$ cat config.mk
export PLATFORM = sky130hd
export DESIGN_NAME = data_in_packer
export DESIGN_NICKNAME = d
export VERILOG_FILES = /design/src/rtl/data_in_packer.sv
export SDC_FILE = /design/constraint.sdc
export NUM_CORES = 2
export LEC_CHECK = 0
export BUFFER_PORTS_ARGS = -buffer_cell sky130_fd_sc_hd__buf_2
export CAP_MARGIN = 20
export CORE_AREA = 2 2 376 378
export DETAILED_ROUTE_END_ITERATION = 10
export DIE_AREA = 0 0 378 380
export GPL_ROUTABILITY_DRIVEN = 0
export PLACE_DENSITY_LB_ADDON = 0.12
export SLEW_MARGIN = 20
export SYNTH_ARGS = -nofsm -noshare
export SYNTH_HDL_FRONTEND = slang
export SYNTH_SLANG_ARGS = --single-unit
$ cat constraint.sdc
create_clock -name clk -period 3.1 [get_ports clk]
set_clock_uncertainty 0.1 [all_clocks]
set_input_delay 0.465 -clock clk [delete_from_list [all_inputs] [get_ports clk]]
set_output_delay 0.465 -clock clk [all_outputs]
set_load 0.03 [all_outputs]
$ cat src/rtl/data_in_packer.sv
// data_in_packer
//  Packs a 32-bit host word stream into 382-bit tagged packets for the shared
//  broadcast bus feeding every core's input FIFO controller. Packet layout is
//  {payload[375:0], id[5:0]}, assembled little-endian (word 0 carries the ID).
//  A completed packet is held in a pending register while any core FIFO is
//  almost full, so no controller ever drops a broadcast. Emitted packets are
//  counted and done is raised once the programmed total has gone out.
//
// Ports
//  clk            in   1      clock, rising edge
//  rst            in   1      synchronous, active-high reset
//  start          in   1      enable; low freezes all state
//  total_pkts     in   CNT_W  packets to emit before done
//  in_valid       in   1      host word valid
//  in_data        in   32     host word
//  in_ready       out  1      combinational; word taken when in_valid & in_ready
//  any_almostfull in   1      OR of all core FIFO almost-full flags
//  data_in_valid  out  1      one-cycle broadcast strobe (registered)
//  data_in        out  382    broadcast packet, holds last emitted value
//  pkt_count      out  CNT_W  packets emitted since reset, saturating
//  done           out  1      sticky once pkt_count reaches total_pkts

module data_in_packer #(
    parameter int unsigned WORDS_PER_PKT = 12,
    parameter int unsigned CNT_W         = 32
) (
    input  logic             clk,
    input  logic             rst,
    input  logic             start,
    input  logic [CNT_W-1:0] total_pkts,
    input  logic             in_valid,
    input  logic [31:0]      in_data,
    output logic             in_ready,
    input  logic             any_almostfull,
    output logic             data_in_valid,
    output logic [381:0]     data_in,
    output logic [CNT_W-1:0] pkt_count,
    output logic             done
);

    localparam int unsigned WORD_W   = 32;
    localparam int unsigned PKT_W    = 382;
    localparam int unsigned LAST_IDX = WORDS_PER_PKT - 1;
    localparam int unsigned ASM_W    = WORD_W * LAST_IDX;
    localparam int unsigned LAST_W   = PKT_W - ASM_W;
    localparam int unsigned IDX_W    = $clog2(WORDS_PER_PKT);

    logic [IDX_W-1:0] idx;
    logic [ASM_W-1:0] asm_buf;
    logic [PKT_W-1:0] pend_pkt;
    logic             pending;

    logic             last_word;
    logic             count_reached;
    logic             emit_now;
    logic             accept;
    logic [CNT_W-1:0] cnt_next;

    // Handshake and emit decisions.
    // Words 0..10 of the next packet may still be taken while a packet is
    // pending; only the closing word must wait for the pending slot to free.
    // count_reached keeps in_ready low in the cycle before done registers,
    // which matters when total_pkts is zero.
    always_comb begin
        last_word     = (idx == IDX_W'(LAST_IDX));
        count_reached = (pkt_count == total_pkts);
        emit_now      = start & ~done & pending & ~any_almostfull;
        in_ready      = ~rst & start & ~done & ~count_reached
                        & ~(pending & last_word & ~emit_now);
        accept        = in_valid & in_ready;
        cnt_next      = pkt_count;
        if (emit_now && (pkt_count != {CNT_W{1'b1}})) begin
            cnt_next = pkt_count + CNT_W'(1);
        end
    end

    // Word assembly, pending slot, broadcast register and counters.
    always_ff @(posedge clk) begin
        if (rst) begin
            idx           <= '0;
            asm_buf       <= '0;
            pend_pkt      <= '0;
            pending       <= 1'b0;
            data_in_valid <= 1'b0;
            data_in       <= '0;
            pkt_count     <= '0;
            done          <= 1'b0;
        end else begin
            data_in_valid <= 1'b0;

            if (accept) begin
                if (last_word) begin
                    // Top two bits of the closing word fall off the 382-bit packet.
                    pend_pkt <= {in_data[LAST_W-1:0], asm_buf};
                    idx      <= '0;
                end else begin
                    for (int unsigned k = 0; k < LAST_IDX; k++) begin
                        if (idx == IDX_W'(k)) begin
                            asm_buf[k*WORD_W +: WORD_W] <= in_data;
                        end
                    end
                    idx <= idx + IDX_W'(1);
                end
            end

            // A reload in the emit cycle keeps the slot occupied.
            if (accept && last_word) begin
                pending <= 1'b1;
            end else if (emit_now) begin
                pending <= 1'b0;
            end

            if (emit_now) begin
                data_in       <= pend_pkt;
                data_in_valid <= 1'b1;
            end

            pkt_count <= cnt_next;

            if (start && (cnt_next == total_pkts)) begin
                done <= 1'b1;
            end
        end
    end

endmodule

* Word-level counts from Yosys, hierarchy flattened
Cells that the tools add are included.
** Storage, ports and cells
- Input bits :: 69
- Flip-flop bits (word level) :: 1155
** Cells by class
- Eq/ne operators :: 14
- Add/sub/neg operators :: 2
- Reductions and logical operators :: 17
- Muxes and demuxes :: 5
- Bitwise logic cells :: 17
** Operators by type and width (count)
- $eq 32x32->1 :: 2
- $reduce_and 3->1 :: 11
- $add 32x1->32 const B :: 1
- $mux 32 :: 1
- $ne 32x32->1 const B :: 1
- $eq 4x3->1 const B :: 4
- $eq 4x4->1 const B :: 4
- $and 1x1->1 :: 10
- $eq 4x2->1 const B :: 2
- $not 1->1 :: 7
- $add 4x1->4 const B :: 1
- $eq 4x1->1 const B :: 1
- $logic_not 4->1 :: 1
- $mux 4 :: 1
- $logic_and 1x1->1 :: 3
- $mux 1 :: 3
- $reduce_and 2->1 :: 1
- $reduce_bool 2->1 :: 1

* Depth between registers and ports, before layout
- Depth after elaboration :: 11
- Gate-level depth with buffers :: 12

* Worst setup path before layout
No wires, ideal clock.
- Path type :: flip-flop to flip-flop
- From :: reg pkt_count[4]
- To :: reg done
- Library setup time :: 0.092 ns
- Required time :: 2.908 ns
- Setup slack :: 0.100 ns
- Cell stages (with the launch flop) :: 10
- Arrival time :: 2.808 ns
- Path through :: dfxtp_1 buf_2 nand4_1 or4_1 nor3_1 nor3_1 xnor2_1 nor4_1 nand4_1 o32ai_1
** Between the ends
- Longest elaborated chain between the ends :: 5
- Elaborated cells between the ends (all ways) :: 6
- Classes of those cells :: add/sub (1); eq/ne (2); mux (1); reduce/logical (2)
** Ends and longest elaborated chain
- start: declaration :: line 37 : output logic [CNT_W-1:0] pkt_count,
- start signal: assignment :: line 118 : pkt_count <= cnt_next;
- parallel branches: the longest is 2 deep, another holds $add 32x1->32
- $mux 32 * :: line 72 : if (emit_now && (pkt_count != {CNT_W{1'b1}})) begin
- $eq 32x32->1 * :: line 120 : if (start && (cnt_next == total_pkts)) begin
- $logic_and 1x1->1 * :: line 120
- end signal: assignment :: line 87 : done <= 1'b0;
- end signal: assignment :: line 121 : done <= 1'b1;
- end: declaration :: line 38 : output logic done
Every way passes the cells marked *.
A chain may end at the register's enable or synchronous reset.

* Worst setup path after layout
- From :: reg pkt_count[1]
- To :: reg done
Same word-level chain as after synthesis.

==> summary.txt <==
Power and ir drop
  – PD cells: 618 mW/mm^2
  – Comb power frac: 2.5%
  – Clock power frac: 50.9%
  – Leak Pwr: 20.2 nW
  – Total power: 31.9 mW
  – Pint: 24.6 mW
  – Sw frac: 22.8%
  – Reg power frac: 46.6%
  – VDD IR max: 0.355 mV
  – Reported net switching power: 7.28 mW

Logic synthesis
  – Syn_nets: 5123
  – Synthesized flop and latch total: 1155
  – Post-Syn Area: 0.0416 sq mm
  – Post-synth top area share: 55.6%
  – Yosys top cell by area: dfxtp_1
  – Count of cell types in the netlist: 56
  – Top post-synthesis cells by area: dfxtp_1 (56%), nand2_1 (17%), a21oi_1 (11%)
  – Ys flop type: dfxtp_1
  – Post-Syn Instances: 5049
  – Register area share after synthesis: 55.6%
  – Number of synthesized flops with an enable pin: 0
  – Post-synth ARST share: 0%
  – Syn avg cell area: 8.24 sq um
  – Warnings, synthesis: 0

Place
  – DP Worst Slack: -203 ps
  – Detailed placement HPWL: 89600 microns
  – DP Area: 0.0464 sq mm
  – Buffers added on ports: 485

Worst setup path
  – R2R Setup Slk: 6 ps
  – Kind of start point of the critical path: flip-flop
  – Worst-case reg-to-reg path depth: 10
  – Critical path buffer and inverter count: 1
  – CP Cell Sequence: ha_1, nand3_1, or3_1, o211ai_1, buf_4, xnor2_1, o21ai_0, nor4_1, nand4_1, o32ai_1
  – Worst path required time: 3670 ps
  – Crit Path Category: reg -> reg
  – Critical path peak fanout: 5
  – Critical path's top delay family: simple AND/OR/NAND/NOR gates
  – R2R Path End: done
  – Slowest CP cell: or3_1
  – Crit end category: flip-flop
  – Critical path arrival: 3670 ps
  – FF-to-FF Start: pkt_count[1]
  – Slowest cell delay on critical path: 460 ps

Run status
  – Status: finished, final reports clean

Detailed routing
  – Iter 0 DRT Violations: 2882
  – Remaining antenna violation count: 0
  – Vias: 35272
  – DRC: 0
  – First-pass DRT Iterations: 5
  – Routed Wire Length: 151000 microns
  – Wire length per cell: 20.2 microns
  – Via-per-instance ratio: 4.72

GRT
  – Global Route Usage Sum: 20.1%
  – Gr ovfl total: 0
  – First-pass GRT wire length: 216000 microns
  – Largest net degree at the start of global routing: 187
  – Vias in the first global route: 32719
  – Initial antenna violation count: 13

Hold path
  – Worst hold path type: in -> reg
  – WHS Endpoint: asm_buf[222]
  – Cells on Worst Hold Path: 3
  – Min-delay src: rst

Finish
  – Cell area after layout: 0.0517 sq mm
  – Most common cell after layout, fill and taps aside: nand2_1
  – Share of cells above drive strength 1: 16.9%
  – Area grow syn2layout: 24.2%
  – Fillers: 14792
  – Nets: 5557
  – Most frequent cells in the layout: nand2_1 (1866), dfxtp_1 (1151), a21oi_1 (938), buf_2 (483), nor2_1 (247)

STA
  – Final Cycle Share: 99.8%
  – Slew HR: 25.5%
  – Final Hold Viols: 0
  – Least-Margin Pin Slew: 1120 ps
  – Max frequency: 0.323 GHz
  – Setup ws final: 5.55 ps
  – Final Critical Period: 3090 ps
  – Unrepaired setup endpoints after global routing: yes
  – Hold_ws: 116 ps
  – Max-slew violations: 0
  – Final Setup Violations: 0

Clock network
  – Root buffer cell: clkbuf_16
  – Clk slew on worst S/H paths: 60 ps
  – Clk buf depth: 3
  – H-tree depth: 4
  – Clk sinks: 1155
  – CTS buffer count: 137
  – CTS tree: done
  – Later-pin clock latency in the skew report: 780 ps
  – Post-CTS Hold Fix Bufs: 0

Die
  – Initial core utilization: 29.9%
  – Die Y: 380 microns
  – Core Area: 0.139 sq mm
  – Die width: 378 microns
  – Die area: 0.144 sq mm
  – Row cnt: 137
  – Io pins: 486

Job
  – # Max-Cap Violations: 0
==> state kept, by name, indices dropped and copies added (netlist names) <==
signal and count:
data_in_valid 1, pend_pkt 382, idx 4, data_in 382, done 1, asm_buf 352
pending 1, pkt_count 32
==> synth_stat cells (3+ instances only) <==
cell / n
nor2_1: 248
buf_1: 6
nand4_1: 24
a21oi_1: 939
xnor2_1: 54
nor3_1: 13
buf_2: 70
or4_1: 3
buf_6: 56
and3_1: 10
mux2i_1: 192
nand3_1: 19
and4_1: 4
xor2_1: 24
nand4b_2: 3
inv_1: 6
dfxtp_1: 1155
nor2b_1: 4
nand3_2: 8
clkbuf_1: 267
o21ai_0: 13
and4b_1: 4
nor4_1: 8
or3_1: 4
buf_4: 3
ha_1: 5
nand2_1: 1866
o211ai_1: 3
==> area by class of cell <==
type | count | area (sq um) | share of cell area, %
antenna | 3 | 7.51 | 0.0145
clock buffer | 205 | 3990 | 7.71
clock inverter | 37 | 532 | 1.03
inverter | 6 | 22.5 | 0.0436
multi-input combinational | 3485 | 16600 | 32.0
sequential | 1155 | 23100 | 44.8
tap | 1876 | 2350 | 4.54
timing repair buffer | 698 | 5090 | 9.85
==> tightest hold or removal path: stages <==
cell and delay (ps):
buf_8 90, buf_4 240, nor2_1 130
==> how the worst max path moves through the flow <==
| stage | startpoint | to | slack [ps] | depth (start not counted) |
|---|---|---|---|---|
| floorplan | pkt_count[4] | done | 100 | 9 |
| finish | pkt_count[1] | done | 6 | 10 |
| global route | pkt_count[20] | done | -140 | 10 |
| CTS | pkt_count[5] | in_ready | -110 | 7 |
| detailed placement | total_pkts[5] | pend_pkt[316] | -200 | 11 |
| global placement | total_pkts[5] | pend_pkt[315] | -180 | 11 |
==> timing repair <==
action | in CTS | in global routing
buffers inserted | 5 | 15
gates cloned | 0 | 15
pin swaps | 5 | 10
endpoints found under the setup margin | 374 | 142
hold endpoints to repair | 0 | 0
resized for setup | 9 | 22
==> through the flow <==
| stage | utilization (%) | std cells | setup TNS [ps] |
|---|---|---|---|
| finish | 37.1 | 7465 | 0 |
| global route | 37.1 | 7462 | -223 |
| detailed placement | 33.3 | 7186 | -81980 |
| floorplan | - | 5049 | 0 |
| CTS | 36.6 | 7433 | -109 |
| global placement | 33.3 | 7186 | -79240 |
==> cells by family (layout without fill, tap and decap cells) <==
| group | count (synthesis) | after routing | synth area share, % |
|---|---|---|---|
| AO/OA/AOI/OAI | 974 | 974 | 11.9 |
| XOR/XNOR | 78 | 78 | 1.64 |
| adder cells (fa/ha/maj) | 5 | 5 | 0.150 |
| buffers and inverters | 409 | 946 | 4.98 |
| flip-flops | 1155 | 1155 | 55.6 |
| multiplexers | 192 | 192 | 4.62 |
| other | 0 | 3 | 0 |
| AND/OR/NAND/NOR | 2236 | 2236 | 21.2 |
==> per-layer routing <==
| layer | GRT usage (%) | part of all wire [%] | up-vias |
|---|---|---|---|
| met3 | 3.31 | 5.9 | 219 |
| met2 | 30.4 | 44 | 923 |
| li1 | - | - | 17258 |
| met1 | 28.6 | 47 | 16870 |
| met5 | 0 | 0.0046 | - |
| met4 | 7.27 | 3.2 | 2 |
==> power groups by stage <==
| stage | clock network, mW | registers (mW) | logic (mW) |
|---|---|---|---|
| after floorplan | 0 | 15.2 | 0.362 |
| after global placement | 0 | 15.2 | 0.809 |
| after detailed placement | 0 | 15.2 | 0.807 |
| after CTS | 16.7 | 14.9 | 0.815 |
| after global routing | 17.2 | 14.9 | 0.851 |
| final | 16.2 | 14.9 | 0.805 |
Power figures use the tool's default switching activity.
